### src/rtl/pc_pkg.sv
// Shared definitions for the fetch program-counter logic: FSM states,
// next-PC select codes and the default vector/increment constants.
package pc_pkg;

    typedef enum logic [1:0] {
        BOOT = 2'd0,
        RUN  = 2'd1,
        PEND = 2'd2
    } pc_state_e;

    // Which source feeds the next fetch PC, in priority order.
    typedef enum logic [2:0] {
        SEL_HOLD  = 3'd0,
        SEL_TRAP  = 3'd1,
        SEL_REDIR = 3'd2,
        SEL_LATCH = 3'd3,
        SEL_PEND  = 3'd4,
        SEL_INC   = 3'd5
    } pc_sel_e;

    localparam logic [31:0] DEF_RESET_VEC = 32'h0000_0000;
    localparam logic [31:0] DEF_TRAP_VEC  = 32'h0000_0004;
    localparam int          DEF_INC       = 4;

endpackage

### src/rtl/pc_gen_next_mux.sv
// Combinational next-PC priority select: trap > redirect > pending > advance > hold.
// Also produces the INC-aligned redirect target and its misalignment flag.
module pc_next_mux
    import pc_pkg::*;
#(
    parameter int              XLEN     = 32,
    parameter logic [XLEN-1:0] TRAP_VEC = DEF_TRAP_VEC[XLEN-1:0],
    parameter int              INC      = DEF_INC
) (
    input  pc_state_e       i_state,
    input  logic            i_pc_write,
    input  logic            i_fetch_ready,
    input  logic            i_redirect_valid,
    input  logic [XLEN-1:0] i_redirect_pc,
    input  logic            i_trap,
    input  logic [XLEN-1:0] i_pc,
    input  logic [XLEN-1:0] i_pend_pc,
    output pc_sel_e         o_sel,
    output logic [XLEN-1:0] o_next_pc,
    output logic [XLEN-1:0] o_aligned_pc,
    output logic            o_misalign,
    output logic            o_advance
);

    localparam logic [XLEN-1:0] INC_MASK = XLEN'(INC - 1);

    logic w_valid;

    assign w_valid      = (i_state != BOOT);
    assign o_advance    = w_valid & i_pc_write & i_fetch_ready;
    assign o_aligned_pc = i_redirect_pc & ~INC_MASK;
    assign o_misalign   = |(i_redirect_pc & INC_MASK);

    // A redirect seen in BOOT is always parked, even with pc_write_i high.
    always_comb begin
        o_sel = SEL_HOLD;
        if (i_trap) begin
            o_sel = SEL_TRAP;
        end else if (i_redirect_valid && i_pc_write && w_valid) begin
            o_sel = SEL_REDIR;
        end else if (i_redirect_valid) begin
            o_sel = SEL_LATCH;
        end else if (i_state == PEND && i_pc_write) begin
            o_sel = SEL_PEND;
        end else if (o_advance) begin
            o_sel = SEL_INC;
        end
    end

    always_comb begin
        o_next_pc = i_pc;
        case (o_sel)
            SEL_TRAP:  o_next_pc = TRAP_VEC;
            SEL_REDIR: o_next_pc = o_aligned_pc;
            SEL_PEND:  o_next_pc = i_pend_pc;
            SEL_INC:   o_next_pc = i_pc + XLEN'(INC);
            default:   o_next_pc = i_pc;
        endcase
    end

endmodule

### src/rtl/pc_gen.sv
// IF-stage program-counter generator: holds the fetch PC, advances it on
// accepted fetches, and applies traps/redirects, parking redirects during stalls.
module pc_gen
    import pc_pkg::*;
#(
    parameter int              XLEN      = 32,
    parameter logic [XLEN-1:0] RESET_VEC = DEF_RESET_VEC[XLEN-1:0],
    parameter logic [XLEN-1:0] TRAP_VEC  = DEF_TRAP_VEC[XLEN-1:0],
    parameter int              INC       = DEF_INC
) (
    input  logic            clk_i,
    input  logic            rst_i,
    input  logic            pc_write_i,
    input  logic            fetch_ready_i,
    input  logic            redirect_valid_i,
    input  logic [XLEN-1:0] redirect_pc_i,
    input  logic            trap_i,
    output logic [XLEN-1:0] pc_o,
    output logic            pc_valid_o,
    output logic [XLEN-1:0] pc_prev_o,
    output logic            misalign_o,
    output logic            pending_o
);

    // Fetch handshake: pc_o is offered while pc_valid_o=1 and accepted on a cycle
    // where pc_write_i & fetch_ready_i are also 1; until then the request is
    // held stable, unless a trap or redirect replaces it.

    pc_state_e       r_state;
    pc_state_e       w_state_nxt;
    logic [XLEN-1:0] r_pc;
    logic [XLEN-1:0] r_pc_prev;
    logic [XLEN-1:0] r_pend_pc;
    logic            r_misalign;

    pc_sel_e         w_sel;
    logic [XLEN-1:0] w_next_pc;
    logic [XLEN-1:0] w_aligned_pc;
    logic            w_misalign;
    logic            w_advance;

    pc_next_mux #(
        .XLEN     (XLEN),
        .TRAP_VEC (TRAP_VEC),
        .INC      (INC)
    ) u_next_mux (
        .i_state          (r_state),
        .i_pc_write       (pc_write_i),
        .i_fetch_ready    (fetch_ready_i),
        .i_redirect_valid (redirect_valid_i),
        .i_redirect_pc    (redirect_pc_i),
        .i_trap           (trap_i),
        .i_pc             (r_pc),
        .i_pend_pc        (r_pend_pc),
        .o_sel            (w_sel),
        .o_next_pc        (w_next_pc),
        .o_aligned_pc     (w_aligned_pc),
        .o_misalign       (w_misalign),
        .o_advance        (w_advance)
    );

    always_comb begin
        w_state_nxt = r_state;
        case (r_state)
            BOOT: w_state_nxt = (w_sel == SEL_LATCH) ? PEND : RUN;
            RUN, PEND: begin
                case (w_sel)
                    SEL_TRAP, SEL_REDIR, SEL_PEND: w_state_nxt = RUN;
                    SEL_LATCH:                     w_state_nxt = PEND;
                    default:                       w_state_nxt = r_state;
                endcase
            end
            default: w_state_nxt = BOOT;
        endcase
    end

    always_ff @(posedge clk_i or negedge rst_i) begin
        if (!rst_i) begin
            r_state    <= BOOT;
            r_pc       <= RESET_VEC;
            r_pc_prev  <= RESET_VEC;
            r_pend_pc  <= '0;
            r_misalign <= 1'b0;
        end else begin
            r_state    <= w_state_nxt;
            r_pc       <= w_next_pc;
            r_misalign <= (w_sel == SEL_REDIR || w_sel == SEL_LATCH) && w_misalign;
            if (w_advance) begin
                r_pc_prev <= r_pc;
            end
            // Newest stalled redirect wins; a taken trap/redirect discards it.
            if (w_sel == SEL_LATCH) begin
                r_pend_pc <= w_aligned_pc;
            end else if (w_sel == SEL_TRAP || w_sel == SEL_REDIR) begin
                r_pend_pc <= '0;
            end
        end
    end

    assign pc_o       = r_pc;
    assign pc_valid_o = (r_state != BOOT);
    assign pc_prev_o  = r_pc_prev;
    assign misalign_o = r_misalign;
    assign pending_o  = (r_state == PEND);

endmodule

### config.mk
export PLATFORM = sky130hd
export DESIGN_NAME = pc_gen
export DESIGN_NICKNAME = d
export VERILOG_FILES = /design/src/rtl/pc_pkg.sv /design/src/rtl/pc_gen_next_mux.sv /design/src/rtl/pc_gen.sv
export SDC_FILE = /design/constraint.sdc
export NUM_CORES = 1
export LEC_CHECK = 0
export ABC_AREA = 1
export ABC_CLOCK_PERIOD_IN_PS = 1600
export CAP_MARGIN = 0
export CORE_MARGIN = 1
export CORE_UTILIZATION = 42
export CTS_BUF_LIST = sky130_fd_sc_hd__clkbuf_4 sky130_fd_sc_hd__clkbuf_8
export CTS_CLUSTER_DIAMETER = 40
export DETAILED_ROUTE_END_ITERATION = 8
export PLACE_DENSITY = 0.75
export SLEW_MARGIN = 10
export SYNTH_ARGS = -nofsm -noshare
export SYNTH_HDL_FRONTEND = slang
export SYNTH_SLANG_ARGS = --single-unit
### constraint.sdc
create_clock -name clk_i -period 1.6 [get_ports clk_i]
set_input_delay 0.16 -clock clk_i [delete_from_list [all_inputs] [get_ports clk_i]]
set_output_delay 0.16 -clock clk_i [all_outputs]
set_load 0.02 [all_outputs]
==> out/results.tsv <==
metric	value	unit
RSZ-0062 raised after global routing	true	
H-tree depth	3	
share of async-settable or async-resettable flops after synthesis	1.00	
P_leak	3.40	nW
crit share post-route	1.06	
Root Buffer	clkbuf_8	
crit path DAT	2000	ps
Crit Path Class	reg2reg	
FP Rows	39	
Initial DRT Pass Iterations	6	
number of global-route vias before repair	4820	
Synth-to-Final Area Change	45.3	%
top_reg_cell synth	dfrtp_1	
DP Worst Slack	-147	ps
input/output buffers	100	
Max-cap violations	0	
Die Span Y	110	um
post-synthesis sequential element count	93	
Total Routing Usage GR	0.254	
Core ar.	11400	um^2
switching share of power	0.327	
Hold Vio Cnt, Final	0	
Nets	867	
Setup Skew	12.0	ps
total net switching power	0.00199	W
vias per cell	5.20	
die area	12200	um^2
Final setup viols	31	
combinational share of power	0.283	
Area after DPL	6380	um^2
placer congestion estimate	0.892	
FMAX	588	MHz
Distinct cells, synth	26	
dpl hpwl	10300	um
TritonCTS clock tree	done	
Synth area leaders	dfrtp_1 (47%), nand2_1 (18%), nand3_1 (7.9%)	
register area share after synthesis	0.473	
failing checks	setup timing	
startpoint types	flop	
crit-path max FO	7	
Hold Path Class	in2reg	
total CTS buffers	9	
Initial Util	0.431	
# fillers	995	
Cells after Synth	681	
Clk pin slew, worst setup/hold paths	80	ps
Synth area leader	dfrtp_1	
total congestion overflow	0	
Worst setup EP type	flop	
Post-Syn Area	4920	um^2
WL/cell	15.7	um
# IOs	105	
VDD IR max	0.000497	V
post-route DRC violation count	0	
Via Count	5058	
syn_area_per_cell	7.23	um^2
Int Pwr	0.00409	W
share of layout cells above drive strength 1	0.193	
initial drt markers	431	
CP required	1900	ps
largest net degree at the start of global routing	94	
Clock Sinks	93	
final WL	15200	um
warning count from the yosys run	0	
number of flops mapped to enable cells by yosys	0	
minimum clock period	1700	ps
outcome	finished, violations left	
Die Wd	110	um
Post-synth top cells	nand2_1 (237), dfrtp_1 (93), inv_1 (79)	
most frequent cell after synthesis	nand2_1	
Clock Path Buffers	2	
n_diodes	0	
Final Max Slew Viols	0	
Seq pwr share	0.462	
worst skew pair latency	370	ps
first-pass GRT wire length	23500	um
Power Dens Cells	851	nW/um^2
post-synth top area share	0.473	
Antenna Nets Post-Route	0	
fin area	7150	um^2
initial antenna violation count	0	
worst setup slack after layout	-99.4	ps
clock group share of total power	0.255	
-- worst max-delay path, stage by stage, from the launching register on --
cell	delay (ps)
dfrtp_1	410
buf_6	140
ha_4	170
inv_2	50
nand2_2	60
nor2_4	130
nor2_4	70
nor2_4	170
buf_6	160
buf_16	140
nand2_4	60
nand4_1	90
-- path summary, 6_finish.rpt --
kind	from	endpoint	slack [ps]	depth (start not counted)
max	r_state[1]$_DFFE_PN0P_	pc_o[9]$_DFFE_PN0P_	-100	11
min	redirect_pc_i[0]	misalign_o$_DFF_PN0_	350	3
max reg2reg	r_state[1]$_DFFE_PN0P_	pc_o[9]$_DFFE_PN0P_	-100	11
min reg2reg	pc_prev_o[15]$_DFFE_PN0P_	pc_prev_o[15]$_DFFE_PN0P_	480	2
max in group asynchronous	rst_i	pc_o[13]$_DFFE_PN0P_	840	3
min in group asynchronous	rst_i	misalign_o$_DFF_PN0_	360	3
-- state kept, by name (all words and copies together) (netlist names) --
name / count
pc_prev_o: 30
r_state: 2
pc_o: 30
misalign_o: 1
r_pend_pc: 30
-- cell type report --
type | instances | area (um^2) | share of cell area
Timing Repair Buffer | 157 | 1610 | 0.225
Tap cell | 143 | 179 | 0.0250
Sequential cell | 93 | 2340 | 0.327
Clock inverter | 2 | 16.3 | 0.00228
Inverter | 84 | 320 | 0.0448
Clock buffer | 14 | 180 | 0.0252
Multi-Input combinational cell | 480 | 2510 | 0.351
-- placed cells by master (no fill, tap or decap), types with 2 or more instances in the layout --
master           count
or2_2                5
nand2_4              7
nand3_1             44
xnor2_1              4
nand2_2             13
o21ai_1              7
clkbuf_8            12
dfrtp_1             86
nor2_4               4
dfrtp_2              7
nand2_1            218
conb_1               4
ha_1                 2
o21bai_1             3
o21ai_0             49
nand3_4              6
clkdlybuf4s50_1     69
nor2_1              52
nor3_1               2
nor2_2               2
clkbuf_4             2
clkbuf_16            2
dlygate4sd2_1       29
inv_4                2
buf_6                6
buf_16               3
buf_12               8
inv_1               76
buf_4               39
o22ai_1              7
inv_2                6
nand3_2             30
ha_4                 2
nand4_1             15
-- stage by stage --
stage / hold slack, ps / util / TNS [ps] / power [W] / std cells
3_3_place_gp: 235 / 0.559 / -2710 / 0.00433 / 941
6_report: 353 / 0.626 / -1540 / 0.00608 / 973
5_1_grt: 387 / 0.626 / -4940 / 0.00635 / 973
2_1_floorplan: -136 / - / -339 / 0.00353 / 684
3_5_place_dp: 251 / 0.559 / -5300 / 0.00438 / 941
4_1_cts: 356 / 0.607 / -832 / 0.00598 / 967
-- power by group through the flow --
| stage | Sequential [W] | Clock (W) | Combinational, W |
|---|---|---|---|
| detailed placement | 0.00284 | 0 | 0.00154 |
| global route | 0.00284 | 0.00165 | 0.00187 |
| global placement | 0.00283 | 0 | 0.00150 |
| floorplan | 0.00303 | 0 | 0.000502 |
| CTS | 0.00280 | 0.00156 | 0.00162 |
| finish | 0.00281 | 0.00155 | 0.00172 |
-- per-layer routing --
metal,vias up,GRT usage,wire [um]
met1,2410,0.345,6740
met3,16,0.0276,830
met5,-,0,0
met4,0,0.0874,236
met2,187,0.421,7440
li1,2445,-,-
-- kinds of logic (layout without fill, tap and decap cells) --
logic type                 after synthesis  after routing  synth area share
DFF                                     93             93             0.473
xor gates and xnor gates                 5              5           0.00890
other                                    1              4          0.000762
and+or+nand+nor                        399            399             0.342
adders and majority gates                4              4            0.0102
AOI/OAI and AO/OA                       68             68            0.0735
buffers and inverters                  111            257            0.0920
-- repair_timing --
action                                 CTS  global route
hold buffers                             1             0
resized for setup                       94            38
setup endpoints to repair               76            57
pin swaps                               19            15
setup buffers                            6             5
endpoints found under the hold margin   93             0
gates cloned                             3             2
No activity file was read; power rests on OpenSTA's default activity.
==> variant 1: new RTL, config.mk and constraints unchanged <==
`XLEN` is set to 32 in 2 places; all go to 24.
--- a/src/rtl/pc_gen_next_mux.sv
+++ b/src/rtl/pc_gen_next_mux.sv
@@ -4,5 +4,5 @@
     import pc_pkg::*;
 #(
-    parameter int              XLEN     = 32,
+    parameter int              XLEN     = 24,
     parameter logic [XLEN-1:0] TRAP_VEC = DEF_TRAP_VEC[XLEN-1:0],
     parameter int              INC      = DEF_INC
--- a/src/rtl/pc_gen.sv
+++ b/src/rtl/pc_gen.sv
@@ -4,5 +4,5 @@
     import pc_pkg::*;
 #(
-    parameter int              XLEN      = 32,
+    parameter int              XLEN      = 24,
     parameter logic [XLEN-1:0] RESET_VEC = DEF_RESET_VEC[XLEN-1:0],
     parameter logic [XLEN-1:0] TRAP_VEC  = DEF_TRAP_VEC[XLEN-1:0],
Interface: changed (resized pc_o, pc_prev_o and redirect_pc_i); port bits go from 105 to 81. No check against the original RTL was run, so the function may have changed too.
==> variant 1 against the unedited design <==
Die area shrank 24%. Total power down 21%. Global-route usage shrank 0.82 points. Sequential cell count shrank 24. Via count shrank 28%. Non-clock buffer count down 34. Worst setup slack improved by 0.12 ns. Routed wire length is 30% lower. Synthesized area down 24%. Cell area decreased by 26%. Cell count decreased by 27%. First-iteration DRC count decreased by 49%. Largest cell class unchanged. Highest routed layer unchanged.
==> variant 1: results (changes against the unedited design) <==
| Metric | Value |
|---|---|
| Crit path max fanout | `6 (-1)` |
| Commonest cells post-synth | `nand2_1 (117), dfrtp_1 (69), inv_1 (58)` |
| ClkCell Share | `0.0350 (+0.00752)` |
| Average footprint of a synthesized cell | `7.76 um2 (+7.4%)` |
| Non-clk invs | `63 (-25%)` |
| Synth-to-layout area growth | `42.3%` |
| FILL cells | `732 (-26%)` |
| Cell leakage power | `2.56 nW (-25%)` |
| Met3 usage in global routing | `0.0458 (+0.0182)` |
| Status | `completed` |
| Path class of the lowest-slack min-delay path | `in -> async` |
| Number of nets in the finished design | `632 (-27%)` |
| Final Instance Count excl. Fillers | `707 (-27%)` |
| GRT Total Usage | `0.245 (-0.00824)` |
| Wire length the detailed router placed on met1 | `4.91 mm (-27%)` |
| Number of vias in the routed layout | `3646 (-28%)` |
| Worst-Skew Late Latency | `0.35 ns (-0.02 ns)` |
| Cell-internal power | `3.26 mW (-20%)` |
| Register area | `1730 um2 (-26%)` |
| Share of post-route cells with drive strength above 1 | `0.219 (+0.0265)` |
| Layout sequential cell count | `69 (-26%)` |
| Total Wirelength | `10.7 mm (-30%)` |
| Worst Setup Slack post-DPL | `-0.0970 ns (+0.0500 ns)` |
| Count of multi-input combinational gates | `332 (-31%)` |
| Leading post-synthesis cells by cell area | `dfrtp_1 (46%), nand2_1 (12%), o21ai_0 (6.1%)` |
| Detailed route wirelength on metal3 | `550 um (-34%)` |
| Area share of buffers outside the clock network | `0.227 (+0.00237)` |
| Sequential cell area fraction in the yosys report | `0.464 (-0.00859)` |
| Placed insts | `679 (-28%)` |
| Post-CTS setup buffers | `1 (-5)` |
| Number of design-rule violations left by the first detailed-router iteration | `218 (-49%)` |
| Total of plain and repair buffers excluding clock buffers | `123 (-22%)` |
| Pin count of the biggest net entering global routing | `70 (-26%)` |
| Met2 WL post-DR | `5.04 mm (-32%)` |
| Met1 capacity usage during global routing | `0.340 (-0.00465)` |
| Count of cell types in the netlist | `30 (+15%)` |
| Peak per-stage delay on the critical path | `0.38 ns (-0.03 ns)` |
| Vias in the first global route | `3484 (-28%)` |
==> variant 1: changes by cell type in the layout (fill, tap and decap cells not counted), moves of 5 or more <==
cell	before	now
nand2_1	218	115
dfrtp_1	86	66
inv_1	76	56
clkdlybuf4s50_1	69	54
nand3_1	44	30
dlygate4sd2_1	29	16
nand3_2	30	17
nor2_2	2	8
dlymetal6s2s_1	0	5
o21ai_0	49	44
o21ai_1	7	2
==> variant 1: final timing paths <==
path	start	to	slack (ns)	cells past startpoint
setup / recovery	r_state[0]	pc_o[11]	0.02	9
hold / removal	rst_i	pc_prev_o[19]	0.36	3
setup reg to reg	r_state[0]	pc_o[11]	0.02	9
hold reg to reg	pc_prev_o[10]	pc_prev_o[10]	0.48	2
max in group asynchronous	rst_i	pc_o[4]	0.91	3
min in group clk_i	redirect_pc_i[0]	misalign_o	0.38	3
==> variant 1: kinds of logic after synthesis <==
| kind of cell | count (synthesis) | share of synthesized area |
|---|---|---|
| compound gates | 63 | 0.0882 |
| xor+xnor | 1 | 0.00236 |
| mux | 3 | 0.00908 |
| simple gates | 257 | 0.326 |
| flops | 69 | 0.464 |
| other cells | 1 | 0.00101 |
| fa+ha+maj | 4 | 0.0135 |
| buf+inv | 81 | 0.0952 |
==> variant 1: power groups by stage <==
stage                     Combinational, mW  Sequential (mW)  Clock, mW
final                                  1.34             2.09       1.34
after global routing                   1.47             2.11       1.44
after CTS                              1.26             2.09       1.36
after detailed placement               1.27             2.12          0
after global placement                 1.25             2.11          0
after floorplan                       0.434             2.29          0
==> variant 1: worst register-to-register path, stage by stage, from the launching register on <==
cell	delay, ns
dfrtp_1	0.38
inv_2	0.08
ha_4	0.17
nor2_4	0.16
nand3_4	0.13
nor2_4	0.16
buf_12	0.13
buf_4	0.13
o211ai_1	0.10
nand3_1	0.09
==> variant 2: new RTL, same settings <==
Made on the original files. Reset style: synchronous (`rst_i`), changed in one clocked block.
--- a/src/rtl/pc_gen.sv
+++ b/src/rtl/pc_gen.sv
@@ -75,5 +75,5 @@
     end
 
-    always_ff @(posedge clk_i or negedge rst_i) begin
+    always_ff @(posedge clk_i) begin
         if (!rst_i) begin
             r_state    <= BOOT;
Behaviour: differs if rst_i is asserted again (counterexample within 4 cycles, from zero or initial values and one cycle with rst_i low); with rst_i held inactive, the same outputs for 4 cycles.
==> variant 2 against the unedited design <==
The flow still finishes with violations (setup timing). Synthesized cell count rose by 11%. Via count up 8.0%. Fmax fell by 1.1%. Sequential cell count did not move. Synthesized area fell by 2.4%. First-iteration DRC count down 13%. Worst setup slack lost 0.019 ns. Cell area is 1.6% higher. Routed wire length is 1.2% higher. Critical path type unchanged. Critical endpoint is now pc_o[21]. Largest cell class unchanged.
Power is not compared: it rests on default switching activity, and its combinational part moved more than twofold at a synthesized area within 25%.
==> variant 2: results (changes against the unedited design) <==
| Metric | Value |
|---|---|
| Critical-path top delay cell | `dfxtp_2` |
| Leading post-synthesis cells by cell area | `dfxtp_1 (39%), nand2_1 (22%), nand3_1 (10%)` |
| Clock slew seen by the registers of the worst setup and hold paths | `0.09 ns` |
| Worst-Skew Late Latency | `0.37 ns (about the same)` |
| Max VDD drop | `0.616 mV` |
| Peak per-stage delay on the critical path | `0.37 ns (-0.04 ns)` |
| R2R Path Start | `r_state[1]` |
| Vias in the first global route | `5379 (+12%)` |
| Number of vias per cell | `5.20 (about the same)` |
| Commonest cells post-synth | `nand2_1 (283), nand3_1 (99), dfxtp_1 (93)` |
| Violations in the final reports | `setup timing` |
| Antenna violations before repair | `0 (unchanged)` |
| Reg2Reg Depth | `12 (+1)` |
| Crit path max fanout | `7 (unchanged)` |
| Share of post-route cells with drive strength above 1 | `0.226 (+0.0334)` |
| Dpl hpwl | `10.3 mm (-0.22%)` |
| GRT Total Usage | `0.272 (+0.0185)` |
| Sequential cell area fraction in the yosys report | `0.388 (-0.0851)` |
| First-pass iteration count of the detailed router | `5 (-1)` |
| Total count of hold-check failures in the final report | `0 (unchanged)` |
| Number of nets in the finished design | `948 (+9.3%)` |
| Placer Congestion | `0.949 (+6.4%)` |
| Number of warnings issued by yosys | `0 (unchanged)` |
| Cell leakage power | `3.22 nW` |
| Path class of the lowest-slack min-delay path | `in -> reg` |
| Worst Setup Slack, final | `-0.119 ns (-0.0193 ns)` |
| Switching portion of total power | `0.259` |
| Worst min-delay path startpoint | `redirect_pc_i[17]` |
| Clock Root Buffer | `clkbuf_8` |
| Status | `finished, violations left` |
| Prevailing post-synth register cell | `dfxtp_1` |
| WL per Instance | `14.7 um (-6.3%)` |
| Proportion of synthesized flip-flops having asynchronous set or reset | `0 (-1.00)` |
| Min-Delay Path Depth | `3 (unchanged)` |
| Count of cell types in the netlist | `30 (+15%)` |
| First-pass GRT wire length | `25.3 mm (+7.5%)` |
| Total Negative Setup Slacks | `-2.40 ns (-0.865 ns)` |
| Number of port buffers | `100 (unchanged)` |
| Pin count of the biggest net entering global routing | `34 (-64%)` |
| RR Endpoint | `pc_o[21]` |
| Setup clock skew after layout | `0.00774 ns (-0.00422 ns)` |
| Max Root-Sink Buffers | `2 (unchanged)` |
| CTS Buf Count | `9 (unchanged)` |
| Number of antenna cells inserted | `0 (unchanged)` |
| Total number of H-tree levels | `3 (unchanged)` |
| Final count of negative-setup-slack endpoints | `31 (unchanged)` |
| Worst hold endpoint | `r_pend_pc[17]` |
| Data arrival at the endpoint of the critical path | `2.00 ns (about the same)` |
| Number of design-rule violations left by the first detailed-router iteration | `377 (-13%)` |
variant 2: worst max-delay path: cells and delay by family (launching register included):
| kind | cells | cell delay [ns] |
|---|---|---|
| AO/OA/AOI/OAI | 1 | 0.15 |
| adder cells (fa/ha/maj) | 1 | 0.17 |
| buffers and inverters | 5 | 0.41 |
| flip-flops | 1 | 0.37 |
| AND/OR/NAND/NOR | 5 | 0.50 |
variant 2: per-stage QoR:
| step | hold slack, ns | worst slack (ns) | cell area [um2] | cells | util |
|---|---|---|---|---|---|
| 2_1_floorplan | 0.305 | -0.0124 | 4820 | 757 | - |
| 3_3_place_gp | 0.451 | -0.141 | 6390 | 1021 | 0.582 |
| 3_5_place_dp | 0.454 | -0.203 | 6390 | 1021 | 0.582 |
| 4_1_cts | 0.348 | -0.0661 | 7020 | 1050 | 0.639 |
| 5_1_grt | 0.381 | -0.244 | 7270 | 1051 | 0.662 |
| 6_report | 0.362 | -0.119 | 7270 | 1051 | 0.662 |
variant 2: power by group through the flow:
stage               registers, mW  clock network [mW]  logic, mW
floorplan                    2.47                   0      0.262
global placement             2.45                   0      0.584
detailed placement           2.45                   0      0.589
CTS                          2.40                1.95      0.644
global route                 2.41                2.03      0.736
finish                       2.41                1.92      0.683
variant 2: how the worst max path moves through the flow:
stage	from	to	slack [ns]	cells after the start
6_report	r_state[1]	pc_o[21]	-0.12	12
2_1_floorplan	pc_o[4]	pc_o[19]	-0.01	10
4_1_cts	r_state[1]	pc_o[22]	-0.07	12
3_3_place_gp	pc_write_i	pc_o[20]	-0.14	11
5_1_grt	r_state[1]	pc_o[22]	-0.24	13
3_5_place_dp	pc_write_i	pc_o[22]	-0.20	11
variant 2: cell families after synthesis:
logic type	count (synthesis)	synth area share
simple gates	457	0.398
buf+inv	102	0.0886
xor+xnor	2	0.00365
flops	93	0.388
compound gates	95	0.111
fa+ha+maj	4	0.0104
other cells	1	0.000781
variant 2: area by class of cell:
type,count,area (um2)
tap,140,175
timing repair buffer,178,1770
multi-input combinational,562,2960
clock buffer,9,124
sequential,93,1870
timing repair inverter,1,7.51
fill,939,3720
clock inverter,7,121
inverter,61,236
variant 2: routing by layer:
metal,share of wire,up-vias,track usage
met3,0.064,38,0.0490
li1,-,2692,-
met2,0.49,226,0.471
met5,0,-,0
met4,0.025,0,0.104
met1,0.43,2509,0.333
variant 2: what timing repair did:
action / 4_1_cts / 5_1_grt
gates cloned: 4 / 1
endpoints found under the hold margin: 0 / 0
pin swaps: 15 / 26
setup endpoints to repair: 91 / 64
setup buffers: 10 / 4
resized for setup: 96 / 58
